$ cat src/rtl/rotary_pkg.sv
// Shared codes, states and helpers for the rotary encoder front end.
package rotary_pkg;

  localparam logic [1:0] ROT_NONE  = 2'b00;
  localparam logic [1:0] ROT_LEFT  = 2'b01;
  localparam logic [1:0] ROT_RIGHT = 2'b10;

  // Detent rest value of the filtered {a,b} pair
  localparam logic [1:0] Q_REST = 2'b11;

  typedef enum logic [2:0] {
    IDLE = 3'd0,
    R1   = 3'd1,
    R2   = 3'd2,
    R3   = 3'd3,
    L1   = 3'd4,
    L2   = 3'd5,
    L3   = 3'd6,
    ERR  = 3'd7
  } quad_state_e;

  // Both bits flipping at once can never happen on a healthy quadrature encoder
  function automatic logic isDoubleStep(input logic [1:0] qNow, input logic [1:0] qPrev);
    return (qNow ^ qPrev) == 2'b11;
  endfunction

endpackage

$ cat src/rtl/rotary_quadrature_filter_debounce_bit.sv
// Two-flop synchroniser followed by a stable-count debouncer for one encoder pin.
module debounce_bit
  import rotary_pkg::*;
#(
  parameter int DEBOUNCE_CYCLES = 50000
) (
  input  logic clock,
  input  logic reset,
  input  logic pin_i,
  output logic filtered_o
);

  localparam int CW = $clog2(DEBOUNCE_CYCLES);
  localparam logic [CW-1:0] COUNT_LAST = CW'(DEBOUNCE_CYCLES - 1);

  logic          sync1_q;
  logic          sync2_q;
  logic          filtered_q;
  logic [CW-1:0] count_q;

  // Bring the asynchronous pin into the clock domain; pins idle high
  always_ff @(posedge clock) begin
    if (reset) begin
      sync1_q <= 1'b1;
      sync2_q <= 1'b1;
    end else begin
      sync1_q <= pin_i;
      sync2_q <= sync1_q;
    end
  end

  // Accept a new level only after it has differed from the filtered value for the full window
  always_ff @(posedge clock) begin
    if (reset) begin
      filtered_q <= 1'b1;
      count_q    <= '0;
    end else if (sync2_q == filtered_q) begin
      count_q <= '0;
    end else if (count_q == COUNT_LAST) begin
      filtered_q <= sync2_q;
      count_q    <= '0;
    end else begin
      count_q <= count_q + 1'b1;
    end
  end

  assign filtered_o = filtered_q;

endmodule

$ cat src/rtl/rotary_quadrature_filter.sv
// Rotary encoder front end: debounced A/B pins decoded into one step code per full detent.
module rotary_quadrature_filter
  import rotary_pkg::*;
#(
  parameter int DEBOUNCE_CYCLES = 50000,
  parameter int PULSE_CYCLES    = 1,
  parameter int SWAP_AB         = 0
) (
  input  logic       clock,
  input  logic       reset,
  input  logic       rotary_a,
  input  logic       rotary_b,
  output logic [1:0] rotary,
  output logic       seq_error
);

  localparam int HW = $clog2(PULSE_CYCLES + 1);
  localparam logic [HW-1:0] HOLD_LAST = HW'(PULSE_CYCLES - 1);

  logic          filtA;
  logic          filtB;
  logic [1:0]    q;
  quad_state_e   state_q;
  quad_state_e   state_d;
  logic [1:0]    qPrev_q;
  logic [1:0]    emitCode;
  logic          stepError;
  logic [1:0]    rotary_q;
  logic [HW-1:0] holdCnt_q;
  logic          gap_q;
  logic          seqError_q;

  debounce_bit #(.DEBOUNCE_CYCLES(DEBOUNCE_CYCLES)) debounceA (
    .clock     (clock),
    .reset     (reset),
    .pin_i     (rotary_a),
    .filtered_o(filtA)
  );

  debounce_bit #(.DEBOUNCE_CYCLES(DEBOUNCE_CYCLES)) debounceB (
    .clock     (clock),
    .reset     (reset),
    .pin_i     (rotary_b),
    .filtered_o(filtB)
  );

  // Both pin paths are identical, so swapping after the filters equals swapping after the synchronisers
  assign q = (SWAP_AB != 0) ? {filtB, filtA} : {filtA, filtB};

  // Decoder state and the previous filtered pair used to spot double-bit jumps
  always_ff @(posedge clock) begin
    if (reset) begin
      state_q <= IDLE;
      qPrev_q <= Q_REST;
    end else begin
      state_q <= state_d;
      qPrev_q <= q;
    end
  end

  // Walk the quadrature cycle; a step is only emitted when a full cycle lands back on the detent
  always_comb begin
    state_d   = state_q;
    emitCode  = ROT_NONE;
    stepError = 1'b0;
    if (isDoubleStep(q, qPrev_q)) begin
      state_d   = ERR;
      stepError = 1'b1;
    end else begin
      case (state_q)
        IDLE: if (q == 2'b10) state_d = R1; else if (q == 2'b01) state_d = L1;
        R1:   if (q == 2'b00) state_d = R2; else if (q == Q_REST) state_d = IDLE;
        R2:   if (q == 2'b01) state_d = R3; else if (q == 2'b10) state_d = R1;
        R3: begin
          if (q == Q_REST) begin
            state_d  = IDLE;
            emitCode = ROT_RIGHT;
          end else if (q == 2'b00) begin
            state_d = R2;
          end
        end
        L1:   if (q == 2'b00) state_d = L2; else if (q == Q_REST) state_d = IDLE;
        L2:   if (q == 2'b10) state_d = L3; else if (q == 2'b01) state_d = L1;
        L3: begin
          if (q == Q_REST) begin
            state_d  = IDLE;
            emitCode = ROT_LEFT;
          end else if (q == 2'b00) begin
            state_d = L2;
          end
        end
        ERR:  if (q == Q_REST) state_d = IDLE;
        default: state_d = IDLE;
      endcase
    end
  end

  // Hold each step code for the pulse length, then force a rearm gap so 01 and 10 never touch
  always_ff @(posedge clock) begin
    if (reset) begin
      rotary_q   <= ROT_NONE;
      holdCnt_q  <= '0;
      gap_q      <= 1'b0;
      seqError_q <= 1'b0;
    end else begin
      seqError_q <= stepError;
      if (rotary_q != ROT_NONE) begin
        if (holdCnt_q == HOLD_LAST) begin
          rotary_q  <= ROT_NONE;
          gap_q     <= 1'b1;
          holdCnt_q <= '0;
        end else begin
          holdCnt_q <= holdCnt_q + 1'b1;
        end
      end else if (gap_q) begin
        gap_q <= 1'b0;
      end else if (emitCode != ROT_NONE) begin
        rotary_q  <= emitCode;
        holdCnt_q <= '0;
      end
    end
  end

  assign rotary    = rotary_q;
  assign seq_error = seqError_q;

endmodule

$ cat config.mk
export PLATFORM = sky130hd
export DESIGN_NAME = rotary_quadrature_filter
export DESIGN_NICKNAME = d
export VERILOG_FILES = /design/src/rtl/rotary_pkg.sv /design/src/rtl/rotary_quadrature_filter_debounce_bit.sv /design/src/rtl/rotary_quadrature_filter.sv
export SDC_FILE = /design/constraint.sdc
export NUM_CORES = 1
export LEC_CHECK = 0
export CAP_MARGIN = 30
export CORE_MARGIN = 5
export CORE_UTILIZATION = 28
export DETAILED_ROUTE_END_ITERATION = 8
export GPL_TIMING_DRIVEN = 0
export PLACE_DENSITY_LB_ADDON = 0.1
export SETUP_SLACK_MARGIN = 0.05
export SLEW_MARGIN = 10
export SYNTH_ARGS = -nofsm -noshare
export SYNTH_HDL_FRONTEND = slang
export SYNTH_HIERARCHICAL = 1
export SYNTH_SLANG_ARGS = --single-unit
$ cat constraint.sdc
create_clock -name clock -period 5.79 [get_ports clock]
set_clock_uncertainty 0.05 [all_clocks]
set_input_delay 1.158 -clock clock [delete_from_list [all_inputs] [get_ports clock]]
set_output_delay 1.158 -clock clock [all_outputs]
set_load 0.01 [all_outputs]
==> metrics.md <==
| Metric | Value |
|---|---|
| Outcome | `finished clean` |
| Synth Register Bits | `47` |
| Syn Area/Cell | `around 9 µm²` |
| Chip width | `98.84 µm` |
| Final setup TNS | `0 ns` |
| Synthesized area | `0.002210 mm²` |
| Pleak | `0.7943 nW` |
| Mapped Cells | `245` |
| Layout area overhead | `12.46%` |
| First-pass GRT wire length | `7017 µm` |
| Max-slew headroom | `62.67%` |
| Worst hold path class | `reg2reg` |
| VDD IR max | `0.07151 mV` |
| Commonest cells post-synth | `49 x nor2_1, 47 x dfxtp_1, 28 x xnor2_1` |
| Htree depth | `2` |
| CP required | `approximately 6.0 ns` |
| Pwr Total | `0.0005357 W` |
| Synthesis Warnings | `6` |
| Share of the synthesized area in the top cell type | `a little over two fifths` |
| Final min period | `2.390 ns` |
| Root buffer cell | `clkbuf_8` |
| Postcts setup bufs | `0` |
| CTS resizes | `0` |
| Clk slew on worst S/H paths | `~0.090 ns` |
| CP arrival | `2.57 ns` |
| Final Max Slew Viols | `0` |
| Critical Path Source Type | `input pin` |
| Unique masters post-synth | `39` |
| Area of the die | `between 0.009 and 0.01 mm²` |
| Least-Margin Pin Slew | `0.5582 ns` |
| CTS tree | `done` |
| Antenna viol nets, final | `0` |
| Main synth FF type | `dfxtp_1` |
| Layout cell share with drive strength beyond 1 | `between 10% and 20%` |
| Drt first pass iters | `4` |
| FMAX | `418.4 MHz` |
| PD cells | `roughly 220 mW/mm²` |
| Core area | `0.007687 mm²` |
| Pre-CTS WS | `3.028 ns` |
| GP Congestion | `0.7828` |
| Initial antenna violation count | `0` |
| Clk sinks | `47` |
| Worst skew pair latency | `just under 0.3 ns` |
| Vias per inst | `4.514` |
| Clock buffer count from CTS | `5` |
| # placed instances | `around 350` |
| Synth top area cells | `dfxtp_1 43%, xnor2_1 11%, nor2_1 8.3%` |
| Final setup fails | `0` |
| Via count | `1625` |
| Fin crit share | `41.27%` |
| Async SR Flop Fraction | `0%` |
| Clk buf depth | `2` |
| Total grt overflow | `0` |
| Fin nets | `270` |
| Crit Path Category | `in2reg` |
| Unrepaired setup endpoints after global routing | `no` |
| Die height | `98.84 µm` |
| Largest net degree at the start of global routing | `17` |
| Final Worst Setup Slack | `3.400 ns` |
| Sequential element share of the synthesized area | `between 40 and 50%` |
| Port Buf Inserts | `6` |
| Post-synth EDFFs | `0` |
| WHS | `between 0.3 and 0.4 ns` |
| Hold-fix buffers, CTS | `0` |
| Count leader, synth | `nor2_1` |
| DRT Wirelength | `4059 µm` |
| I/O pin count | `7` |
| Final Non-Filler Cells | `360` |
| Vias in the first global route | `1539` |
| DRT iter0 DRCs | `47` |
| Largest area contributor in the netlist | `dfxtp_1` |
| All-layer global routing usage | `8.670%` |
| DRC violations left | `0` |
| MaxCap Viol Count | `0` |
| Wire length per cell | `approximately 11 µm` |
| Mapped Nets | `257` |
| Row count | `32` |
| Starting Density | `28.74%` |
| Worst setup EP type | `flip-flop` |
| DP Wirelength | `2829 µm` |
| Final hold vios | `0` |
| Max Fanout on Critical Path | `16` |
| Number of diodes | `0` |
==> cells in the final DEF (no fill, tap or decap), types with 2 or more instances in the layout <==
cell type / instances
nor2_1: 49
dfxtp_1: 47
xnor2_1: 28
inv_1: 13
nand3_1: 12
nand2_1: 10
ha_1: 8
nor3_1: 8
a21oi_1: 7
or2_2: 6
clkbuf_8: 6
nand4_1: 6
nor4_1: 6
clkdlybuf4s50_1: 6
xor2_1: 4
buf_6: 3
nand3b_1: 3
nor2b_1: 2
mux2i_1: 2
and3_1: 2
a31oi_1: 2
or4b_1: 2
or4b_4: 2
nand4b_1: 2
or4_4: 2
and3_2: 2
nand2_4: 2
a211o_1: 2
==> where the power goes <==
group,total [W],internal [W],switching [W]
combinational,0.00000898,0.00000424,0.00000473
sequential,0.000326,0.000325,0.000000923
clock,0.000201,0.0000939,0.000107
total,0.000536,0.000423,0.000113
==> critical path: stages <==
cell	delay (ns)
clkdlybuf4s50_1	0.69
nor2_1	0.34
nand2_4	0.11
buf_6	0.16
nor2_1	0.10
==> registers in the layout (all words and copies together) (netlist names) <==
signal,cells
debounceA/count_q,16
debounceB/count_q,16
state_q,3
qPrev_q,2
rotary,2
debounceA/filtered_o,1
debounceA/sync1_q,1
debounceA/sync2_q,1
debounceB/filtered_o,1
debounceB/sync1_q,1
debounceB/sync2_q,1
gap_q,1
seq_error,1
==> per-stage QoR <==
stage | area (µm²) | util (%)
floorplan | 2210 | -
global placement | 2397 | 31.18
detailed placement | 2397 | 31.18
CTS | 2485 | 32.32
global route | 2485 | 32.32
finish | 2485 | 32.32
==> per-layer routing <==
layer | GRT usage, % | up-vias | wire length [µm]
met1 | 11.50 | 747 | 2123
met4 | 3.151 | 0 | 48
met5 | 0 | - | 0
met3 | 2.477 | 6 | 140
li1 | - | 853 | -
met2 | 13.38 | 19 | 1746
==> final timing paths <==
path / slack [ns] / end / from / cells past startpoint
max: 3.40 / debounceA/count_q[9] / reset / 5
min: 0.36 / debounceB/sync2_q / debounceB/sync1_q / 1
max reg2reg: 3.79 / debounceB/count_q[13] / debounceB/count_q[0] / 6
min reg2reg: 0.36 / debounceB/sync2_q / debounceB/sync1_q / 1
==> kinds of logic (layout without fill, tap and decap cells) <==
group                    Yosys count  in the layout  synth area share [%]
multiplexers                       2              2                0.9060
AO/OA/AOI/OAI                     18             18                 6.001
flip-flops                        47             47                 42.58
XOR/XNOR                          32             32                 12.68
AND/OR/NAND/NOR                  120            120                 28.99
adder cells (fa/ha/maj)            8              8                 4.530
buffers and inverters             18             31                 4.303
==> final cells by class <==
type | instances | area, µm²
Fill cell | 821 | 5202
Multi-Input combinational cell | 180 | 1174
Sequential cell | 47 | 940.9
Tap cell | 102 | 127.6
Clock buffer | 6 | 82.58
Timing Repair Buffer | 6 | 60.06
Inverter | 13 | 48.80
Buffer | 5 | 46.29
Clock inverter | 1 | 5.005
No activity file was read; power rests on OpenSTA's default activity.
